$ cat src/rtl/pm_loader.sv
`default_nettype none
// ============================================================================
// Module  : pm_loader
// Brief   : Assembles a big-endian byte stream into 32-bit words, writes them
//           to Program Memory, holds the CPU and checks a trailing XOR byte.
// Rev     : 1.0
// ============================================================================
module pm_loader #(
    parameter int                ADDR_W    = 16,
    parameter int                DATA_W    = 32,
    parameter logic [ADDR_W-1:0] BASE_ADDR = '0
) (
    input  logic              clk,
    input  logic              reset,
    input  logic              start,
    input  logic [15:0]       load_len,
    input  logic [7:0]        byte_in,
    input  logic              byte_valid,
    output logic              byte_ready,
    output logic              pm_we,
    output logic [ADDR_W-1:0] pm_addr,
    output logic [DATA_W-1:0] pm_din,
    output logic              cpu_hold,
    output logic              busy,
    output logic              done,
    output logic              error
);

    typedef enum logic [2:0] {
        S_IDLE    = 3'd0,
        S_COLLECT = 3'd1,
        S_WRITE   = 3'd2,
        S_CHECK   = 3'd3,
        S_DONE    = 3'd4
    } state_t;

    state_t              r_state;
    logic [ADDR_W-1:0]   r_addr;
    logic [15:0]         r_words_left;
    logic [1:0]          r_byte_cnt;
    logic [7:0]          r_xor;
    logic [DATA_W-1:0]   r_word;

    logic                w_accept;
    logic [DATA_W-1:0]   w_next_word;

    assign w_accept    = byte_valid && byte_ready;
    assign w_next_word = {r_word[DATA_W-9:0], byte_in};

    // Outputs are registered and set for the state being entered.
    always_ff @(posedge clk or posedge reset) begin
        if (reset) begin
            r_state      <= S_IDLE;
            r_addr       <= '0;
            r_words_left <= '0;
            r_byte_cnt   <= '0;
            r_xor        <= '0;
            r_word       <= '0;
            byte_ready   <= 1'b0;
            pm_we        <= 1'b0;
            pm_addr      <= '0;
            pm_din       <= '0;
            cpu_hold     <= 1'b0;
            busy         <= 1'b0;
            done         <= 1'b0;
            error        <= 1'b0;
        end else begin
            pm_we <= 1'b0;
            done  <= 1'b0;
            case (r_state)
                S_IDLE: begin
                    if (start) begin
                        error    <= 1'b0;
                        busy     <= 1'b1;
                        cpu_hold <= 1'b1;
                        if (load_len != 16'd0) begin
                            r_words_left <= load_len;
                            r_addr       <= BASE_ADDR;
                            r_byte_cnt   <= 2'd0;
                            r_xor        <= 8'd0;
                            byte_ready   <= 1'b1;
                            r_state      <= S_COLLECT;
                        end else begin
                            done    <= 1'b1;
                            r_state <= S_DONE;
                        end
                    end
                end
                S_COLLECT: begin
                    if (w_accept) begin
                        r_word     <= w_next_word;
                        r_xor      <= r_xor ^ byte_in;
                        r_byte_cnt <= r_byte_cnt + 2'd1;
                        if (r_byte_cnt == 2'd3) begin
                            byte_ready <= 1'b0;
                            pm_we      <= 1'b1;
                            pm_addr    <= r_addr;
                            pm_din     <= w_next_word;
                            r_state    <= S_WRITE;
                        end
                    end
                end
                S_WRITE: begin
                    r_addr       <= r_addr + 1'b1;
                    r_words_left <= r_words_left - 16'd1;
                    r_byte_cnt   <= 2'd0;
                    byte_ready   <= 1'b1;
                    r_state      <= (r_words_left == 16'd1) ? S_CHECK : S_COLLECT;
                end
                S_CHECK: begin
                    if (w_accept) begin
                        error      <= (byte_in != r_xor);
                        byte_ready <= 1'b0;
                        done       <= 1'b1;
                        r_state    <= S_DONE;
                    end
                end
                S_DONE: begin
                    cpu_hold <= 1'b0;
                    busy     <= 1'b0;
                    r_state  <= S_IDLE;
                end
                default: begin
                    byte_ready <= 1'b0;
                    cpu_hold   <= 1'b0;
                    busy       <= 1'b0;
                    r_state    <= S_IDLE;
                end
            endcase
        end
    end

endmodule
`default_nettype wire

$ cat config.mk
export PLATFORM = sky130hd
export DESIGN_NAME = pm_loader
export DESIGN_NICKNAME = d
export VERILOG_FILES = /design/src/rtl/pm_loader.sv
export SDC_FILE = /design/constraint.sdc
export NUM_CORES = 1
export LEC_CHECK = 0
export ABC_CLOCK_PERIOD_IN_PS = 4120
export CORE_ASPECT_RATIO = 0.7
export CORE_UTILIZATION = 56
export CTS_BUF_LIST = sky130_fd_sc_hd__clkbuf_4
export DETAILED_ROUTE_END_ITERATION = 12
export PLACE_DENSITY = 0.78
export REMOVE_ABC_BUFFERS = 1
export SKIP_LAST_GASP = 1
export SYNTH_ARGS = -nofsm -noshare
export SYNTH_HDL_FRONTEND = slang
export SYNTH_SLANG_ARGS = --single-unit
$ cat constraint.sdc
create_clock -name clk -period 4.12 [get_ports clk]
set_input_delay 0.412 -clock clk [delete_from_list [all_inputs] [get_ports clk]]
set_output_delay 0.412 -clock clk [all_outputs]
set_load 0.1 [all_outputs]
# Word-level counts from Yosys, hierarchy flattened

Index checks and enable logic that the tools add are counted.

Register bits after elaboration: 122
Input port bits: 28
Output and inout bits: 54
Logic and storage cells: 87

Add/subtract/negate cells: 3
Equality and inequality tests: 12
Muxes and demuxes: 39
Bitwise operators: 3
Reduce and logical (&&, ||, !) cells: 17

Operators with widths:

| operator                                                             | count |
|---|---|
| 16-bit 2-to-1 mux                                                    | 4 |
| 16-bit case mux with 2 select lines                                  | 2 |
| 8-bit 2-to-1 mux                                                     | 3 |
| 16-bit by 1-bit adder with 16-bit output, second input constant      | 1 |
| 16-bit by 1-bit == test with 1-bit output, second input constant     | 1 |
| 8-bit case mux with 2 select lines                                   | 1 |
| 16-bit nonzero test                                                  | 1 |
| 16-bit by 1-bit subtractor with 16-bit output, second input constant | 1 |
| 3-bit 2-to-1 mux                                                     | 5 |
| 1-bit 2-to-1 mux                                                     | 14 |
| 3-bit case mux with 4 select lines                                   | 1 |
| 4-bit AND reduction                                                  | 3 |
| 2-bit inequality test, second input constant                         | 5 |
| 3-bit AND reduction                                                  | 3 |
| 2-bit 2-to-1 mux                                                     | 4 |
| 8-bit inequality test                                                | 1 |
| 8-bit bitwise XOR                                                    | 1 |
| 3-bit by 2-bit == test with 1-bit output, second input constant      | 2 |
| 1-bit case mux with 2 select lines                                   | 3 |
| 2-bit case mux with 3 select lines                                   | 1 |
| 6-bit AND reduction                                                  | 1 |
| 2-bit nonzero test                                                   | 3 |
| 1-bit case mux with 5 select lines                                   | 1 |
| 2-bit AND reduction                                                  | 2 |
| other kinds (9)                                                      | 10 |

# Logic depth before layout (Yosys ltp)

Depth in word-level cells: 4
Depth in mapped cells: 8
Gate-level depth less buffers: 7

# Worst setup path before layout

OpenSTA, ideal clock, no wires.

Path type: flip-flop to flip-flop
Start: register byte_ready
End: register pm_addr[11]
Setup time: 0.125 ns
Arrival: 2.578 ns
Path slack: 1.417 ns
Cell stages (with the launch flop): 8
Buffers on the path: 3
Period minus slack after synthesis: 2.703 ns
Path through: dfrtp_1 -> nand2_1 -> nor3_2 -> and2_0 -> clkbuf_1 -> buf_4 -> buf_4 -> mux2_2

Word-level cells in the longest chain between the ends: 2

RTL lines:

| item                                 | RTL line | RTL |
|---|---|---|
| from (decl)                          | 19       | `output logic byte_ready,` |
| from (signal assigned)               | 59       | `byte_ready <= 1'b0;` |
| from (signal assigned)               | 81       | `byte_ready <= 1'b1;` |
| from (signal assigned)               | 95       | `byte_ready <= 1'b0;` |
| 1-bit logical AND                    | 47       | `assign w_accept = byte_valid && byte_ready;` |
| 3-bit AND reduction (no source line) | --       |  |
| to (signal assigned)                 | 97       | `pm_addr <= r_addr;` |
| to (decl)                            | 21       | `output logic [ADDR_W-1:0] pm_addr,` |

No other way between the ends.
A chain may end at the register's enable or synchronous reset.

# Final worst setup path

Start: register r_state[1]
End: register r_addr[11]

Word-level cells in the longest chain between the ends: 3
Elaborated cells on any way between the ends: 7
Those cells by class: 3 x eq/ne; 1 x mux; 3 x reduce/logical

RTL lines:

| item                                                                                 | RTL line | RTL |
|---|---|---|
| from (decl)                                                                          | 37       | `state_t r_state;` |
| from (signal assigned)                                                               | 108      | `r_state <= (r_words_left == 16'd1) ? S_CHECK : S_COLLECT;` |
| 3-bit by 2-bit == test with 1-bit output / 3-bit logical NOT (equally long branches) | 70       | `case (r_state)` |
| 2-bit nonzero test (no source line) / 2-bit inequality test (equally long branches)  | --       |  |
| 3-bit AND reduction (no source line)                                                 | --       |  |
| to (signal assigned)                                                                 | 104      | `r_addr <= r_addr + 1'b1;` |
| to (decl)                                                                            | 38       | `logic [ADDR_W-1:0] r_addr;` |

Parallel ways exist; a longest one is shown, timed or not.

==> reports/results.ini <==
[pwr]
leakagePower_nw = 3.027
switching_share = 0.4928
vdd_drop_max_uv = 506.1
internal_power_mw = 2.812
total_power_mw = 5.545
p_switching_mw = 2.733
p_comb_frac = 0.479
power.density_nw_per_um2 = 821.9
p_seq_frac = 0.347
clkPwrFrac = 0.174

[timing]
relSlewSlack = 0.1091
finalMaxSlewViolations = 0
fin_skew_ns = 0.01723
final_hold_viol_count = 0
worst_pin_slew_ns = 1.329
rsz0062_at_grt = false
finalSetupViolations = 0
setup-tns-final_ns = 0
setup_slack_ns = 1.249
timing.fmax_mhz = 348.3
post-route-period-util = 0.6970
period_needed_ns = 2.871

[cts]
tritoncts = done
clock-sinks = 122
cts_setup_buffers = 0
cts_buffer_depth = 2
cts.root.buffer_cell = clkbuf_4
clkLatencyLatePin_ns = 0.54
cts_hold_buf = 0
cts_buffers = 17
h-tree-depth = 4
cts.reportedPaths.clkPinSlew_ns = 0.12
cts.repair.resized = 0

[detailed_routing]
via_per_inst = 5.788
first_pass_iters = 5
ant_nets = 0
initialDrtViolationCount = 382
wl_per_cell_um = 16.37
drc_errors = 0
vias = 4347
routed_wl_mm = 12.30

[synth]
yosysWarnings = 0
avgSynthCellArea_um2 = 10.26
syn_area_um2 = 5502
synth-seq-cells = 122
ys_seq_area_frac = 0.5549
synth.distinct_cells = 52
async_reset_ff_frac = 1.000
ys.flop_type = dfrtp_1
synth_edf_count = 0
synth_cells = 536

[placement]
dpl.hpwl_mm = 8.218
placed_area_um2 = 6422
io_buffers = 81
pre_cts_ws_ns = 1.067
place_congestion = 0.8051

[worst_setup_path]
worstPathArrival_ns = 3.31
setup.worst_path.end_class = flip-flop
path_max_fanout = 23
crit_type = reg2reg
start_kind = flip-flop
required_ns = 4.56

[status]
status = complete, no violations

[final_layout]
final_design_area_no_fill_um2 = 6746
num_antenna_cells = 0
fill_cells = 690
area_delta_synth_final_pct = 22.63
drive_above_1_share = 0.1467
nets = 646

[floorplan]
die_h_um = 84.93
fp-row-count = 29
ioPinCount = 82
initial_core_util = 0.5923
dieArea_um2 = 10230
placeableCoreArea_um2 = 9289
dieWidth_um = 120.5

[grt]
overflow = 0
grt_pass1_wl_mm = 21.16
first_global_vias = 4206
grt_max_degree = 72
grt_util_all_layers = 0.2658
antenna_found_initial = 0

[min_path]
min_path_type = in2async

[job]
cap_violations = 0

-- layout make-up --
cell class                 count  area [um^2]  area share
clock buffer                  17        127.6     0.01892
clock inverter                15        196.4     0.02912
inverter                      16        62.56    0.009273
multi-input combinational    370         2271      0.3366
sequential                   122         3053      0.4525
tap                          124        155.1     0.02300
timing repair buffer          87        880.8      0.1306
-- through the flow --
stage,hold WS [ns],util,cells
2_1_floorplan,0.4402,-,508
3_3_place_gp,0.4532,0.6914,719
3_5_place_dp,0.4599,0.6914,719
4_1_cts,0.4234,0.7263,751
5_1_grt,0.4744,0.7263,751
6_report,0.4180,0.7263,751
-- critical path, stage by stage (launching register included) --
cell     delay (ns)
dfrtp_1        0.79
inv_1          0.29
nor3_2         1.10
buf_4          0.33
nand3_1        0.07
o21ai_0        0.19
-- Yosys cell counts (all sizes together), types with 2 or more instances --
master | instances | area [um^2]
nand4 | 7 | 43.79
a22oi | 2 | 20.02
nand3 | 6 | 30.03
ha | 4 | 50.05
nor3b | 2 | 15.01
nor4 | 10 | 68.81
nand2 | 107 | 401.6
a22o | 4 | 35.03
dfrtp | 122 | 3053
inv | 16 | 60.06
xor2 | 3 | 26.28
o211ai | 6 | 45.04
clkbuf | 18 | 67.56
buf | 10 | 56.30
a211oi | 2 | 15.01
nor3 | 11 | 60.06
o31ai | 3 | 22.52
mux2 | 48 | 540.5
nor2b | 3 | 18.77
o22ai | 3 | 18.77
and2 | 4 | 25.02
o2bb2ai | 4 | 35.03
a21oi | 22 | 110.1
o32ai | 2 | 17.52
a31oi | 3 | 18.77
a21o | 4 | 30.03
o21ai | 41 | 205.2
or3 | 4 | 25.02
nor2 | 30 | 112.6
and3 | 6 | 37.54
a311oi | 4 | 35.03
nand2b | 5 | 31.28
o21a | 2 | 15.01
o2111ai | 3 | 26.28
or4 | 6 | 48.80
-- path summary, 6_finish.rpt --
kind / startpoint / endpoint / cells past startpoint / slack (ns)
max in group asynchronous: reset / pm_addr[8] / 3 / 2.91
min: reset / pm_din[25] / 2 / 0.42
min in group clk: r_word[18] / r_word[18] / 2 / 0.48
min reg2reg: r_word[18] / r_word[18] / 2 / 0.48
max: r_state[1] / r_addr[11] / 5 / 1.25
max reg2reg: r_state[1] / r_addr[11] / 5 / 1.25
-- layout by cell type, fill, tap and decap left out, types with 4 or more instances in the layout --
master,n
mux2_2,48
a311oi_1,4
nor4_1,9
nand2_1,107
clkdlybuf4s50_1,81
inv_1,15
nand4_1,7
o211ai_1,6
a21oi_1,22
o2bb2ai_1,4
or3_1,4
nand2b_1,5
nor3_1,9
o21ai_0,40
nand3_1,6
buf_4,4
or4_1,5
bufinv_16,4
dfrtp_1,122
a22o_1,4
a21o_1,4
ha_1,4
and3_1,6
nor2_1,30
clkbuf_4,17
-- registers in the layout (all words and copies together), names as in the netlist --
name / count
done: 1
pm_din: 32
r_state: 3
r_byte_cnt: 2
byte_ready: 1
busy: 1
error: 1
pm_we: 1
r_addr: 16
r_word: 24
pm_addr: 16
r_xor: 8
r_words_left: 16
-- cells by family after synthesis --
logic type	synth area share
AOI/OAI and AO/OA	0.1280
xor gates and xnor gates	0.006369
adders and majority gates	0.009097
buffers and inverters	0.03343
DFF	0.5549
muxes	0.09825
and+or+nand+nor	0.1699
-- power groups by stage --
stage	clock (mW)	sequential [mW]	combinational (mW)
CTS	0.978	1.92	2.67
finish	0.964	1.92	2.66
global placement	0	1.92	2.61
floorplan	0	3.16	0.754
global route	1.03	1.98	2.82
detailed placement	0	1.93	2.66
-- routing by layer --
| layer | vias to the layer above | global-route usage | routed length [um] |
|---|---|---|---|
| li1 | 2063 | - | - |
| met2 | 124 | 0.4033 | 5791 |
| met5 | - | 0 | 0 |
| met4 | 0 | 0.07520 | 86 |
| met3 | 11 | 0.06183 | 652 |
| met1 | 2149 | 0.3851 | 5767 |
Note: power is estimated with default switching activity, not from simulation.
